### src/rtl/gf_2m_log.sv
// gf_2m_log: sequential discrete logarithm over GF(2^m).
//   Finds k with alpha^k == a (alpha = x) by stepping acc = alpha^cnt one
//   field multiply per clock and comparing against the latched element.
// Ports:
//   clk   - clock, rising edge
//   rst   - synchronous active-high reset
//   start - request, sampled only in IDLE
//   a     - element to take the log of (latched on accepted start)
//   p     - field polynomial, x^m term implied (latched on accepted start)
//   busy  - high while searching
//   done  - one-cycle result-valid pulse
//   k     - exponent result, held until the next accepted start
//   err   - a==0 or no match found, held with k
// Build option:
//   GF_LOG_ORDER_CHECK_EN - abort a miss early once acc returns to 1,
//   i.e. when alpha has order below 2^m-1 under a non-primitive p.
module gf_2m_log #(
  parameter int unsigned m = 4
) (
  input  logic         clk,
  input  logic         rst,
  input  logic         start,
  input  logic [m-1:0] a,
  input  logic [m-1:0] p,
  output logic         busy,
  output logic         done,
  output logic [m-1:0] k,
  output logic         err
);

  localparam logic [m-1:0] ONE     = {{(m-1){1'b0}}, 1'b1};
  localparam logic [m-1:0] ALPHA   = {{(m-2){1'b0}}, 2'b10};
  // 2^m-2: all ones except the LSB
  localparam logic [m-1:0] CNT_MAX = {{(m-1){1'b1}}, 1'b0};

  typedef enum logic [1:0] {
    IDLE,
    SEARCH,
    DONE
  } state_t;

  state_t       state_q, state_d;
  logic [m-1:0] acc;
  logic [m-1:0] a_r;
  logic [m-1:0] p_r;
  logic [m-1:0] cnt;
  logic         hit;
  logic         stop;

  // Shift-and-add multiply modulo x^m + poly, MSB of y first.
  function automatic logic [m-1:0] gf_2m_mult(input logic [m-1:0] x,
                                               input logic [m-1:0] y,
                                               input logic [m-1:0] poly);
    logic [m-1:0] r;
    r = '0;
    for (int unsigned i = 0; i < m; i++) begin
      r = {r[m-2:0], 1'b0} ^ (r[m-1] ? poly : '0);
      if (y[m-1-i]) r = r ^ x;
    end
    return r;
  endfunction

  assign hit = (acc == a_r);

`ifdef GF_LOG_ORDER_CHECK_EN
  // acc back at 1 after the first step means the cyclic subgroup is exhausted
  assign stop = (cnt == CNT_MAX) || ((acc == ONE) && (cnt != '0));
`else
  assign stop = (cnt == CNT_MAX);
`endif

  always_ff @(posedge clk) begin
    if (rst) state_q <= IDLE;
    else     state_q <= state_d;
  end

  always_comb begin
    state_d = state_q;
    busy    = 1'b0;
    done    = 1'b0;
    case (state_q)
      IDLE: begin
        if (start) state_d = (a == '0) ? DONE : SEARCH;
      end
      SEARCH: begin
        busy = 1'b1;
        if (hit || stop) state_d = DONE;
      end
      DONE: begin
        done    = 1'b1;
        state_d = IDLE;
      end
      default: state_d = IDLE;
    endcase
  end

  always_ff @(posedge clk) begin
    if (rst) begin
      acc <= '0;
      a_r <= '0;
      p_r <= '0;
      cnt <= '0;
      k   <= '0;
      err <= 1'b0;
    end else begin
      case (state_q)
        IDLE: begin
          if (start) begin
            a_r <= a;
            p_r <= p;
            acc <= ONE;
            cnt <= '0;
            err <= (a == '0);
            if (a == '0) k <= '0;
          end
        end
        SEARCH: begin
          if (hit) begin
            k   <= cnt;
            err <= 1'b0;
          end else if (stop) begin
            k   <= '0;
            err <= 1'b1;
          end else begin
            acc <= gf_2m_mult(acc, ALPHA, p_r);
            cnt <= cnt + ONE;
          end
        end
        default: ;
      endcase
    end
  end

endmodule

### config.mk
export PLATFORM = sky130hd
export DESIGN_NAME = gf_2m_log
export DESIGN_NICKNAME = d
export VERILOG_FILES = /design/src/rtl/gf_2m_log.sv
export SDC_FILE = /design/constraint.sdc
export NUM_CORES = 1
export LEC_CHECK = 0
export BUFFER_PORTS_ARGS = -buffer_cell sky130_fd_sc_hd__buf_2
export CAP_MARGIN = 30
export CORE_AREA = 2 2 62 53
export CTS_CLUSTER_DIAMETER = 50
export CTS_CLUSTER_SIZE = 10
export DETAILED_ROUTE_END_ITERATION = 10
export DIE_AREA = 0 0 64 55
export SLEW_MARGIN = 10
export SYNTH_ARGS = -nofsm -noshare
export SYNTH_HDL_FRONTEND = slang
export SYNTH_SLANG_ARGS = --single-unit
export TNS_END_PERCENT = 100
### constraint.sdc
create_clock -name clk -period 1.8 [get_ports clk]
set_input_delay 0.36 -clock clk [delete_from_list [all_inputs] [get_ports clk]]
set_output_delay 0.36 -clock clk [all_outputs]
set_load 0.02 [all_outputs]
# After elaboration in Yosys (flattened, before gate mapping)
# Index checks and enable logic that the tools add are counted.
# W data, S select, Z words.
dict set report word_totals {
  regBits 23
  out_inout_bits 7
  word_cells 56
}
dict set report op_classes {
  addsub 1
  eq_ne 10
  muxes 28
  bitwise 1
  reduce_logical 9
}
# cell n
set op_table {}
lappend op_table {{$mux W4} 15}
lappend op_table {{$pmux W4 S2} 3}
lappend op_table {{$ne A2 B2 Y1 const B} 5}
lappend op_table {{$reduce_and A4 Y1} 2}
lappend op_table {{$mux W2} 3}
lappend op_table {{$mux W1} 5}
lappend op_table {{$add A4 B1 Y4 const B} 1}
lappend op_table {{$eq A4 B4 Y1} 1}
lappend op_table {{$eq A4 B4 Y1 const B} 1}
lappend op_table {{$logic_not A4 Y1} 1}
lappend op_table {{$pmux W2 S2} 1}
lappend op_table {{$reduce_and A2 Y1} 2}
lappend op_table {{$xor A4 B4 Y4} 1}
lappend op_table {{$ne A3 B3 Y1 const B} 1}
lappend op_table {{$reduce_and A3 Y1} 1}
lappend op_table {{$eq A2 B1 Y1 const B} 1}
lappend op_table {{$eq A2 B2 Y1 const B} 1}
lappend op_table {{$logic_not A2 Y1} 1}
lappend op_table {{$pmux W1 S2} 1}
lappend op_table {{$reduce_bool A2 Y1} 1}
lappend op_table {{$logic_or A1 B1 Y1} 1}

# Longest topological paths before layout
# Gate-level depths: netlist (run 1).
dict set report logic_depth {
  ltp_word 10
  ltp_mapped 6
  mapped_depth_nobuf 6
}

# Least setup slack after synthesis (run 1)
# OpenSTA, ideal clock, no wires.
dict set report synth_timing {
  path_type {register to register}
  start {reg cnt[0]}
  end {reg cnt[1]}
  setup_ns 0.121
  arrival_time_ns 1.486
  required_time_ns 1.679
  slack_ns 0.193
  stages_incl_launch_ff 7
  path_buffers 1
  period_less_slack_ns 1.607
  cell_sequence {dfxtp_1 inv_1 ha_1 and3_1 clkbuf_1 o21ai_1 mux2_2}
}
dict set report synth_via {
  elab_chain_cells 4
}
# item line
set synth_rtl {}
lappend synth_rtl {{start: declaration} 46} ;# logic [m-1:0] cnt;
lappend synth_rtl {{start signal: assignment} 126} ;# cnt <= cnt + ONE;
lappend synth_rtl {{$add A4 B1 Y4} 126}
lappend synth_rtl {{$mux W4} 121} ;# end else if (stop) begin
lappend synth_rtl {{$mux W4} 118} ;# if (hit) begin
lappend synth_rtl {{$pmux W4 S2} 106} ;# case (state_q)
# Parallel ways exist; a longest one is shown, timed or not. The select of a mux whose other input is x is not followed.
# A chain may end at the register's enable or synchronous reset.

# Worst setup path after layout (run 1)
dict set report layout_timing {
  start {reg state_q[1]}
  end {out busy}
}
dict set report layout_via {
  elab_chain_cells 2
}
# item line
set layout_rtl {}
lappend layout_rtl {{start: declaration} 42} ;# state_t state_q, state_d;
lappend layout_rtl {{start signal: assignment} 74} ;# else state_q <= state_d;
lappend layout_rtl {{$eq A2 B1 Y1} 81} ;# case (state_q)
lappend layout_rtl {{$mux W1} 81}
lappend layout_rtl {{end: declaration} 25} ;# output logic busy,
# Every way passes these cells.

==> results of run 1 <==
## where the power goes
part | total [mW] | switching [mW] | leakage [nW] | internal (mW)
Clock | 0.243 | 0.156 | 0.0150 | 0.0868
Sequential | 0.561 | 0.0248 | 0.188 | 0.536
Combinational | 0.213 | 0.125 | 0.252 | 0.0877
Total | 1.02 | 0.306 | 0.454 | 0.710
## worst max-delay path by stage
stage	to	startpoint	slack [ns]	cells after the start
after detailed placement	cnt[1]$_SDFFE_PP0P_	cnt[0]$_SDFFE_PP0P_	0.15	5
final	busy	state_q[1]$_SDFFE_PP0P_	0.14	4
after floorplan	cnt[1]$_SDFFE_PP0P_	cnt[0]$_SDFFE_PP0P_	0.19	6
after global placement	cnt[1]$_SDFFE_PP0P_	cnt[0]$_SDFFE_PP0P_	0.21	5
after global routing	k[2]$_SDFFE_PP0P_	cnt[1]$_SDFFE_PP0P_	0.01	4
after CTS	cnt[1]$_SDFFE_PP0P_	cnt[0]$_SDFFE_PP0P_	0.11	5
## layer usage
metal	global-route usage	vias to the layer above	share of wire
met4	0.0833	0	0.012
li1	-	515	-
met3	0.0486	6	0.045
met5	0	-	0
met1	0.202	474	0.52
met2	0.250	31	0.43
## area by class of cell
class | count | area share
inverters | 4 | 0.0146
repair buffers | 23 | 0.101
clock buffers | 4 | 0.0204
well taps | 40 | 0.0389
multi-input cells | 97 | 0.466
flip-flops and latches | 23 | 0.359
## synth_stat cells (all sizes together)
library cell  instances
a211oi                1
o211ai                5
a311oi                2
or2                   1
nand4                 4
or3                   1
o31ai                 1
a41o                  1
o22ai                 1
nor3                  2
or4                   2
nand3b                1
nand2                21
or3b                  2
nor4                  1
clkbuf                5
nand3                 5
a31oi                 2
inv                   4
a21oi                16
nor3b                 1
xnor2                 7
o21ai                 3
a2bb2oi               1
nor2b                 3
nor2                  2
ha                    2
dfxtp                23
o32ai                 2
nand2b                3
and3                  1
buf                   3
mux2                  3
## flip-flops by register name, indices dropped and copies added, names as in the netlist
signal	cells
err	1
state_q	2
p_r	4
a_r	4
k	4
cnt	4
acc	4
## cell usage in the layout, fill, tap and decap left out, drive strengths merged, types with 4 or more instances in the layout
cell type  Yosys  routed
dfxtp         23      23
buf            3      23
nand2         21      21
a21oi         16      16
xnor2          7       7
o211ai         5       5
nand3          5       5
nand4          4       4
clkbuf         5       4
## critical path: stages, from the launching register on
cell and delay, ns:
dfxtp_2 0.40, nand2b_1 0.14, buf_4 0.17, clkinvlp_4 0.11, buf_2 0.16
## kinds of logic after synthesis
kind of cell             Yosys count  synth area share
buffers and inverters             12            0.0484
flip-flops                        23             0.414
AND/OR/NAND/NOR                   50             0.231
multiplexers                       3            0.0304
adder cells (fa/ha/maj)            2            0.0225
XOR/XNOR                           7            0.0552
AO/OA/AOI/OAI                     35             0.198
## timing repair
action | in CTS | in global routing
gates resized for setup | 2 | 1
setup endpoints to repair | 1 | 1
cloned | 0 | 0
setup buffers | 1 | 0
## through the flow
stage / instances / power, mW / util / cell area (sq um) / hold slack (ns)
6_report: 191 / 1.02 / 0.443 / 1290 / 0.268
5_1_grt: 191 / 1.07 / 0.443 / 1290 / 0.269
4_1_cts: 191 / 1.02 / 0.442 / 1280 / 0.252
3_5_place_dp: 186 / 0.771 / 0.429 / 1240 / 0.450
3_3_place_gp: 186 / 0.769 / 0.429 / 1240 / 0.446
2_1_floorplan: 132 / 0.708 / - / 1110 / 0.436
==> key figures, run 1 <==
Run status
  • Status: completed

Timing
  • Fin. Hold Viols: 0
  • Final period util: 0.921
  • RSZ-0062 raised after global routing: false
  • Final setup TNS: 0 ns
  • Post-layout worst setup margin: ~0.14 ns
  • Worst slew pin tran: approximately 0.47 ns
  • Final Max Tran Viols: 0
  • Clock Skews: roughly 0.0055 ns
  • Final min period: approximately 1.7 ns
  • Max_slew headroom: 0.687
  • Fmax achieved: roughly 600 MHz
  • Final setup violation count: 0

Global routing
  • Initial antenna violation count: 0
  • First-pass GRT wire length: around 4200 microns
  • GR Util All Layers: 0.160
  • Grt total ovfl: 0
  • Vias in the first global route: around 960
  • Largest net degree at the start of global routing: 28

Placed design
  • Port Buffers: 17
  • Dpl ws: 0.152 ns
  • DP HPWL: around 1800 microns
  • GP Congestion: 0.851

Route
  • Via count: 1026
  • Post-Route WL: between 2000 and 3000 microns
  • DR iter-0 viols: 76
  • DRC: 0
  • DR WL/cell: around 13 microns
  • Via/cell ratio: ~5.4
  • ANT nets after route: 0
  • Iteration count of the initial detailed-routing pass: 4

Setup path
  • Reg2reg start: cnt[0]$_SDFFE_PP0P_
  • Reg-to-reg setup timing slack: between 0.15 and 0.2 ns
  • CP required: roughly 1.4 ns
  • Worst r2r path cells: 5
  • CP Launch Type: flop
  • Reg-to-reg critical path endpoint: cnt[1]$_SDFFE_PP0P_
  • Critical Path Sink Type: output port
  • Worst-path maximum fanout: 7
  • Worst Path Arrival: ~1.3 ns
  • Critical path class: reg2out

Clock network
  • Clk slew on worst S/H paths: about 0.12 ns
  • CTS Buf Count: 3
  • Clk buf depth: 2
  • Hold buffer count at CTS: 0
  • H-Tree Depth: 1
  • TritonCTS clock tree: built
  • Root buffer cell: clkbuf_4
  • CTS Sinks: 23
  • Skew-Pair Late Insertion Delay: around 0.32 ns

Pwr
  • Lkg Pwr: between 0.4 and 0.5 nW
  • Pwr dens: around 790 nW/um^2
  • Max VDD drop: 436 uV

Final layout
  • Antenna cells: 0
  • Synth-to-Final Area Change: 15.9%
  • FILL cells: 292
  • Register area: 462 sq um
  • # nets final: around 170
  • Share of cells above drive strength 1: 0.225
  • Multi-input logic area: 601 sq um

Synth
  • Ranking of synthesized cells by area: dfxtp_1 (41%), a21oi_1 (7.2%), nand2_1 (7.1%), xnor2_1 (5.5%), o211ai_1 (3.4%)
  • Syn_area_per_cell: about 8.4 sq um
  • Seq/Total Area, Yosys: 0.414
  • Syn Nets: roughly 150
  • Mapped Cells: between 100 and 150
  • Ys Warns: 0
  • Number of synthesized register bits: 23
  • Yosys top cell by area: dfxtp_1
  • Post-synth cell types: 37
  • Post-Syn Area: 1110 sq um
  • Post-synth top area share: 0.414

Worst hold path
  • Worst hold path class: in2reg
  • Hold endpoint: p_r[0]$_SDFFE_PP0P_
  • Hold path start: p[0]
  • Min-Delay Path Depth: 3

Floorplan
  • Die area: between 3000 and 4000 sq um
  • Core Region: ~2900 sq um
  • Die height: around 55 microns
  • Die Wd: between 60 and 70 microns
  • Starting Density: 0.382
  • I/O Pins: 18
  • Num rows: 18

Job
  • MaxCap Viol Count: 0
Note: power is estimated with default switching activity, not from simulation.
==> run 2: changes to the inputs <==
--- a/config.mk
+++ b/config.mk
@@ -12,6 +12,7 @@
 export CTS_CLUSTER_SIZE = 10
 export DETAILED_ROUTE_END_ITERATION = 10
 export DIE_AREA = 0 0 64 55
+export GPL_ROUTABILITY_DRIVEN = 0
 export SLEW_MARGIN = 10
 export SYNTH_ARGS = -nofsm -noshare
 export SYNTH_HDL_FRONTEND = slang
==> constraint.sdc (replaced) <==
create_clock -name clk -period 2.1 [get_ports clk]
set_input_delay 0.42 -clock clk [delete_from_list [all_inputs] [get_ports clk]]
set_output_delay 0.42 -clock clk [all_outputs]
set_load 0.02 [all_outputs]
==> key figures, run 2 (synthesis results as in run 1) <==
Timing
  • Fin. Hold Viols: 0
  • Clock Skews: ~0.0033 ns
  • Final period util: 0.908
  • Max_slew headroom: 0.692
  • Fmax achieved: about 520 MHz
  • Final setup TNS: 0 ns
  • Final Max Tran Viols: 0
  • Final min period: 1.91 ns
  • Worst slew pin tran: around 0.46 ns
  • Post-layout worst setup margin: around 0.19 ns
  • Final setup violation count: 0
  • RSZ-0062 raised after global routing: false

Setup path
  • CP required: about 1.7 ns
  • Critical Path Sink Type: output port
  • Critical path class: reg2out
  • Worst r2r path cells: 4
  • Worst Path Arrival: roughly 1.5 ns
  • Worst-path maximum fanout: 11
  • CP Launch Type: flop

Pwr
  • Max VDD drop: about 270 uV
  • Pwr dens: around 680 nW/um^2
  • Lkg Pwr: 0.441 nW

Worst hold path
  • Worst hold path class: in2reg
  • Min-Delay Path Depth: 3

Floorplan
  • Starting Density: 0.382
  • Die height: 55 microns
  • I/O Pins: 18
  • Die Wd: around 64 microns
  • Core Region: approximately 2900 sq um
  • Num rows: 18
  • Die area: roughly 3500 sq um

Clock network
  • Clk slew on worst S/H paths: 0.12 ns
  • Root buffer cell: clkbuf_4
  • H-Tree Depth: 1
  • Clk buf depth: 2
  • # Post-CTS Setup Buffers: 0
  • TritonCTS clock tree: built
  • Hold buffer count at CTS: 0
  • CTS Buf Count: 3
  • Number of cells upsized or downsized after cts: 0
  • Skew-Pair Late Insertion Delay: around 0.31 ns
  • CTS Sinks: 23

Final layout
  • Synth-to-Final Area Change: 12.4%
  • Non-Filler Instances: around 190
  • Commonest non-fill, non-tap cell in the layout: dfxtp_1
  • Design Area, Final: about 1200 sq um
  • Antenna cells: 0
  • Share of cells above drive strength 1: 0.184
  • # nets final: about 160
  • Most frequent cells in the layout: dfxtp_1 (23), nand2_1 (21), buf_2 (17)

Placed design
  • Post-DP Area: ~1200 sq um
  • Dpl ws: a little over 0.3 ns
  • DP HPWL: 1830 microns
  • Port Buffers: 17
  • Inst Count DP: approximately 180

Route
  • Iteration count of the initial detailed-routing pass: 4
  • DR WL/cell: approximately 13 microns
  • Via count: between 900 and 1000
  • Via/cell ratio: between 5 and 6
  • DR iter-0 viols: 46
  • Post-Route WL: 2490 microns
  • ANT nets after route: 0
  • DRC: 0

Global routing
  • First-pass GRT wire length: between 4000 and 5000 microns
  • GR Util All Layers: 0.154
  • Vias in the first global route: roughly 850
  • Initial antenna violation count: 0
  • Largest net degree at the start of global routing: 28
  • Grt total ovfl: 0

Job
  • MaxCap Viol Count: 0

Run status
  • Status: completed
[run 2: changes by cell type in the layout (fill, tap and decap cells not counted)]
cell / delta
clkinvlp_4: -1
o21ai_2: -1
dfxtp_2: -1
inv_1: +1
dfxtp_1: +1
o21ai_1: +1
buf_4: -4
[run 2: layout make-up]
cell class              instances  area (sq um)
fillers                       307          1660
multi-input cells              97           597
inverters                       4          15.0
flip-flops and latches         23           460
repair buffers                 19           100
clock buffers                   4          26.3
well taps                      40          50.0
[run 2: path summary, 6_finish.rpt]
kind                         endpoint  slack (ns)                    start
setup / recovery                 busy        0.19  state_q[1]$_SDFFE_PP0P_
hold / removal    p_r[2]$_SDFFE_PP0P_        0.33                     p[2]
setup reg to reg    k[3]$_SDFFE_PP0P_        0.30      acc[3]$_SDFFE_PP0P_
hold reg to reg   p_r[3]$_SDFFE_PP0P_        0.47      p_r[3]$_SDFFE_PP0P_
[run 2: power by group]
group	internal [mW]	leakage [nW]	switching (mW)
Clock	0.0742	0.0150	0.130
Combinational	0.0617	0.239	0.101
Sequential	0.459	0.187	0.0210
Total	0.595	0.441	0.252
[run 2: through the flow]
| step | hold slack, ns | total power [mW] | utilization |
|---|---|---|---|
| global route | 0.324 | 0.901 | 0.430 |
| global placement | 0.449 | 0.648 | 0.421 |
| finish | 0.334 | 0.847 | 0.430 |
| detailed placement | 0.456 | 0.653 | 0.421 |
| floorplan | 0.436 | 0.607 | - |
| CTS | 0.324 | 0.858 | 0.430 |
[run 2: worst max-delay path, cell delays in order, from the launching register on]
cell,delay (ns)
dfxtp_1,0.38
nand2b_1,0.26
inv_1,0.31
buf_2,0.23
[run 2: routing by layer]
metal | track usage | part of all wire | up-vias
met2 | 0.247 | 0.46 | 15
met4 | 0.0217 | 0.0040 | 0
li1 | - | - | 504
met5 | 0 | 0 | -
met1 | 0.209 | 0.50 | 451
met3 | 0.0506 | 0.043 | 2
